===== src/rtl/chunked_adder_seq_pkg.sv =====
// Shared types and elaboration helpers for the chunked sequential adder.
package adder_pkg;

  typedef enum logic [1:0] {
    IDLE,
    RUN,
    DONE
  } state_t;

  // Constant function so the index register can be sized at elaboration.
  function automatic int unsigned clog2(input int unsigned value);
    int unsigned bits;
    bits = 0;
    while ((64'd1 << bits) < 64'(value)) bits++;
    return bits;
  endfunction

endpackage


===== src/rtl/chunked_adder_seq_ripple_add_chunk.sv =====
// Combinational CHUNK-bit ripple-carry adder used for one slice per cycle.
module ripple_add_chunk #(
  parameter int unsigned CHUNK = 4
) (
  input  logic [CHUNK-1:0] a,
  input  logic [CHUNK-1:0] b,
  input  logic             cin,
  output logic [CHUNK-1:0] sum,
  output logic             cout
);

  logic [CHUNK:0] carry;

  always_comb begin
    carry    = '0;
    sum      = '0;
    carry[0] = cin;
    for (int unsigned i = 0; i < CHUNK; i++) begin
      sum[i]       = a[i] ^ b[i] ^ carry[i];
      carry[i + 1] = (a[i] & b[i]) | (a[i] & carry[i]) | (b[i] & carry[i]);
    end
  end

  assign cout = carry[CHUNK];

endmodule


===== src/rtl/chunked_adder_seq.sv =====
// Multi-cycle WIDTH-bit add/subtract unit processing one CHUNK-bit slice per
// clock, LSB first, behind a start/ready/done handshake.
module chunked_adder_seq
  import adder_pkg::*;
#(
  parameter int unsigned WIDTH = 16,
  parameter int unsigned CHUNK = 4
) (
  input  logic             clk,
  input  logic             rst,
  input  logic             start,
  input  logic             sub,
  input  logic [WIDTH-1:0] a,
  input  logic [WIDTH-1:0] b,
  input  logic             cin,
  output logic             ready,
  output logic             done,
  output logic [WIDTH-1:0] sum,
  output logic             cout,
  output logic             ovf
);

  localparam int unsigned NCHUNK = (CHUNK > 0) ? (WIDTH / CHUNK) : 1;
  localparam int unsigned IDXW   = (NCHUNK > 1) ? clog2(NCHUNK) : 1;

  if ((CHUNK < 1) || ((WIDTH % CHUNK) != 0)) begin : g_bad_params
    $error("chunked_adder_seq: WIDTH must be a non-zero multiple of CHUNK");
  end

  state_t            state, state_next;
  logic [WIDTH-1:0]  a_reg, b_reg, sum_reg, sum_next;
  logic              carry, cout_reg, ovf_reg;
  logic [IDXW-1:0]   idx;
  logic [CHUNK-1:0]  a_slice, b_slice, slice_sum;
  logic              slice_cout;
  logic              accept, last;

  assign accept = (state == IDLE) && start;
  assign last   = (idx == IDXW'(NCHUNK - 1));

  always_ff @(posedge clk or posedge rst) begin
    if (rst) state <= IDLE;
    else     state <= state_next;
  end

  always_comb begin
    state_next = state;
    unique case (state)
      IDLE:    if (start) state_next = RUN;
      RUN:     if (last)  state_next = DONE;
      DONE:    state_next = IDLE;
      default: state_next = IDLE;
    endcase
  end

  always_comb begin
    ready = (state == IDLE);
    done  = (state == DONE);
  end

  // Slice mux: select the operand chunk addressed by the running index.
  always_comb begin
    a_slice = '0;
    b_slice = '0;
    for (int unsigned i = 0; i < NCHUNK; i++) begin
      if (idx == IDXW'(i)) begin
        a_slice = a_reg[i*CHUNK +: CHUNK];
        b_slice = b_reg[i*CHUNK +: CHUNK];
      end
    end
  end

  ripple_add_chunk #(
    .CHUNK(CHUNK)
  ) u_chunk (
    .a   (a_slice),
    .b   (b_slice),
    .cin (carry),
    .sum (slice_sum),
    .cout(slice_cout)
  );

  always_comb begin
    sum_next = sum_reg;
    for (int unsigned i = 0; i < NCHUNK; i++) begin
      if (idx == IDXW'(i)) sum_next[i*CHUNK +: CHUNK] = slice_sum;
    end
  end

  // B is stored pre-inverted in subtract mode so RUN only ever adds.
  always_ff @(posedge clk or posedge rst) begin
    if (rst) begin
      a_reg    <= '0;
      b_reg    <= '0;
      carry    <= 1'b0;
      idx      <= '0;
      sum_reg  <= '0;
      cout_reg <= 1'b0;
      ovf_reg  <= 1'b0;
    end else if (accept) begin
      a_reg   <= a;
      b_reg   <= sub ? ~b : b;
      carry   <= sub ? 1'b1 : cin;
      idx     <= '0;
      sum_reg <= '0;
    end else if (state == RUN) begin
      sum_reg <= sum_next;
      carry   <= slice_cout;
      if (last) begin
        idx      <= '0;
        cout_reg <= slice_cout;
        ovf_reg  <= (a_reg[WIDTH-1] == b_reg[WIDTH-1]) &&
                    (slice_sum[CHUNK-1] != a_reg[WIDTH-1]);
      end else begin
        idx <= idx + 1'b1;
      end
    end
  end

  assign sum  = sum_reg;
  assign cout = cout_reg;
  assign ovf  = ovf_reg;

endmodule


===== config.mk =====
export PLATFORM = sky130hd
export DESIGN_NAME = chunked_adder_seq
export DESIGN_NICKNAME = d
export VERILOG_FILES = /design/src/rtl/chunked_adder_seq_pkg.sv /design/src/rtl/chunked_adder_seq_ripple_add_chunk.sv /design/src/rtl/chunked_adder_seq.sv
export SDC_FILE = /design/constraint.sdc
export NUM_CORES = 1
export LEC_CHECK = 0
export ABC_CLOCK_PERIOD_IN_PS = 8200
export BUFFER_PORTS_ARGS = -buffer_cell sky130_fd_sc_hd__buf_2
export CAP_MARGIN = 20
export CORE_MARGIN = 2
export CORE_UTILIZATION = 55
export CTS_BUF_LIST = sky130_fd_sc_hd__clkbuf_8
export CTS_CLUSTER_DIAMETER = 100
export DETAILED_ROUTE_END_ITERATION = 8
export GPL_ROUTABILITY_DRIVEN = 1
export PLACE_DENSITY = 0.8
export SYNTH_ARGS = -nofsm -noshare
export SYNTH_HDL_FRONTEND = slang
export SYNTH_SLANG_ARGS = --single-unit

===== constraint.sdc =====
create_clock -name clk -period 8.2 [get_ports clk]
set_input_delay 2.05 -clock clk [delete_from_list [all_inputs] [get_ports clk]]
set_output_delay 2.05 -clock clk [all_outputs]
set_load 0.02 [all_outputs]

==> results by group <==
Die
  • Site row count: 25
  • I/O Pins: 57
  • Die area: 5560 um2
  • Die Y: 74.6 um
  • Starting Density: about 58%
  • Core Footprint: between 4000 and 5000 um2
  • Chip width: 74.6 um

Placed design
  • Placed cells: about 350
  • GPL Wtd Cong: 0.834
  • Port Buf Inserts: 56
  • DP HPWL: around 3700 um

Worst setup path
  • Req. time, crit path: 8.44 ns
  • Worst path bufs/invs: 2
  • Crit path launch: idx[0]$_DFFE_PP0P_
  • CP top delay family: adder cells
  • CP arrival: 3.98 ns
  • CP max stage cell: fa_1
  • Worst path cell trace: ha_1 > nor2b_1 > a221oi_1 > o31ai_1 > fa_1 > inv_1 > fa_1 > fa_1 > inv_1 > fa_1 > and3b_1 > a21oi_1 > a21oi_1
  • Worst-path maximum fanout: 12
  • Setup crit end kind: register
  • Most frequent CP cell: fa_1
  • Kind of critical path: register to register
  • Worst r2r src: idx[0]$_DFFE_PP0P_
  • CP peak stage delay: 0.49 ns
  • Startpoint Class: register

Synthesis
  • Largest area contributor in the netlist: dfrtp_1
  • Main flop type after synthesis: dfrtp_1
  • Mapped Cells: about 250
  • Cell Area, Synth: 2740 um2
  • Mapped Avg Cell Area: 11.1 um2
  • Share of the synthesized area in the top cell type: between 50% and 60%
  • Yosys warns: 0
  • Synth Net Count: 292
  • Area contributors post-synth: dfrtp_1 (50%), mux2_4 (5.5%), nor2_1 (4.5%), xnor2_1 (4.5%), a21oi_1 (4.4%)
  • Library cells used by synthesis: 33
  • Top-count cell post-synth: dfrtp_1
  • FFs w/ async S/R, synth: 100%
  • Synth Register Bits: 55
  • Number of synthesized flops with an enable pin: 0
  • Synth cell count leaders: dfrtp_1 (55), nor2_1 (33), a21oi_1 (24), nand2_1 (14), xnor2_1 (14)
  • Sequential area share after synthesis: 50.3%

Drt
  • Routed len/inst: 14.0 um
  • Final ANT Viol Nets: 0
  • Sum of routed wire segments on met1: 2500 um
  • Routed wl met3: between 200 and 250 um
  • Total wire length: ~5100 um
  • Drt first pass iters: 4
  • Post-route DRC: 0
  • Met2 Routed Length: 2280 um
  • 1st-iter DRT viols: 103
  • Via count: 1859
  • Number of vias per cell: 5.14
  • Uppermost routed layer: met4

Clock tree
  • Clock root cell: clkbuf_8
  • Latest clock arrival within the worst-skew pair: 0.31 ns
  • Number of setup buffers added after CTS: 0
  • Max Buffers Root-to-Sink: 2
  • CTS hold repair buffers: 0
  • Reg clk slew, reported paths: 0.09 ns
  • CTS tree: yes
  • Sinks on Clock Net: 55
  • CTS Buf Count: 5
  • Resized Gates After CTS: 0
  • H-tree Lvls: 2

Finish
  • Ant diodes: 0
  • # nets final: approximately 340
  • Filler Cell Count: 385
  • Layout Cells excl Fill: 362
  • Layout cell share with drive strength beyond 1: roughly 28%
  • Area Overhead vs Synth: 13.9%

Global routing
  • Largest net degree at the start of global routing: 73
  • Grt total ovfl: 0
  • Number of global-route vias before repair: 1762
  • First-pass GRT wire length: 8500 um
  • GRT Total Usage: 20.3%
  • Initial antenna violation count: 0

Job
  • Max cap viols: 0

STA
  • Fmax: 268 MHz
  • Setup TNS: 0 ns
  • Hold Vio Cnt, Final: 0
  • Finish-stage setup viols: 0
  • RSZ-0062 raised after global routing: no
  • Slew at the pin closest to its max-slew limit: between 0.7 and 0.8 ns
  • Part of the cycle the worst path needs: a little under half
  • Final Critical Period: 3.74 ns
  • Max Clock Skew: ~0.0065 ns
  • Slew HR: roughly 51%
  • Max-slew violations: 0

Power and ir drop
  • Max rail drop VDD: roughly 240 uV
  • Leak: 1.46 nW
  • PD cells: ~450 nW/um2

Worst hold path
  • Hold Crit Start: a_reg[2]$_DFFE_PP0P_
  • Worst Hold Class: register to register

Status
  • Status: completed
==> routing by layer <==
metal  global-route usage (%)  up-vias
li1                         -      934
met1                     29.6      868
met2                     31.0       50
met3                     3.52        7
met4                     6.55        0
met5                        0        -
==> metrics by stage <==
| step | hold WS, ns | instance area [um2] | setup slack [ns] | utilization, % | total power [W] |
|---|---|---|---|---|---|
| 2_1_floorplan | 0.481 | 2740 | 4.81 | - | 0.00105 |
| 3_3_place_gp | 0.498 | 2980 | 4.68 | 62.7 | 0.00119 |
| 3_5_place_dp | 0.509 | 2980 | 4.51 | 62.7 | 0.00122 |
| 4_1_cts | 0.531 | 3100 | 4.48 | 65.2 | 0.00140 |
| 5_1_grt | 0.546 | 3120 | 4.21 | 65.6 | 0.00152 |
| 6_report | 0.526 | 3120 | 4.46 | 65.6 | 0.00140 |
==> path summary, 6_finish.rpt <==
kind	to	slack, ns	cells after the start
worst max-delay path	ovf$_DFFE_PP0P_	4.46	13
worst min-delay path	a_reg[2]$_DFFE_PP0P_	0.53	1
worst max register to register	ovf$_DFFE_PP0P_	4.46	13
worst min register to register	a_reg[2]$_DFFE_PP0P_	0.53	1
max in group asynchronous	a_reg[11]$_DFFE_PP0P_	5.94	3
min in group asynchronous	sum[8]$_DFFE_PP0P_	1.73	2
==> cell families (layout without fill, tap and decap cells) <==
group                      count (synthesis)  count (layout)  synth area share, %
and+or+nand+nor                           61              61                 10.4
AOI/OAI and AO/OA                         57              57                 13.2
DFF                                       55              55                 50.3
buffers and inverters                     28              76                 6.26
muxes                                     22              22                 10.1
xor gates and xnor gates                  16              16                 5.12
adders and majority gates                  8               8                 4.75
==> power breakdown <==
| group | total [W] | switching [W] | internal (W) | leakage [nW] |
|---|---|---|---|---|
| Combinational | 0.000728 | 0.000406 | 0.000323 | 0.734 |
| Sequential | 0.000483 | 0.0000840 | 0.000399 | 0.662 |
| Clock | 0.000185 | 0.0000863 | 0.0000989 | 0.0612 |
| Total | 0.00140 | 0.000576 | 0.000821 | 1.46 |
==> worst register-to-register path: cells and delay by family (launching register included) <==
kind	cells	cell delay, ns
adder cells (fa/ha/maj)	5	1.82
AO/OA/AOI/OAI	4	0.66
AND/OR/NAND/NOR	2	0.63
flip-flops	1	0.44
buffers and inverters	2	0.13
==> layout by cell type (no fill, tap or decap), types with 5 or more instances in the layout <==
cell      synthesis  routed
nand2_1          14      14
inv_1            10       9
xnor2_1          14      14
a211oi_1          8       8
o21ai_0           8       8
mux2_4           10      10
mux2i_1           8       8
nor2b_1           5       5
dfrtp_1          55      55
and3b_1           5       5
nor2_1           33      33
a21oi_1          24      24
clkbuf_8          0       6
buf_2             8      56
==> final cells by class <==
cell class,count,area (um2),area share [%]
well taps,67,83.8,2.69
clock inverters,2,35.0,1.12
flip-flops and latches,55,1380,44.1
inverters,10,37.5,1.20
multi-input cells,164,1200,38.3
repair buffers,58,308,9.87
clock buffers,6,82.6,2.65
Note: power is estimated with default switching activity, not from simulation.
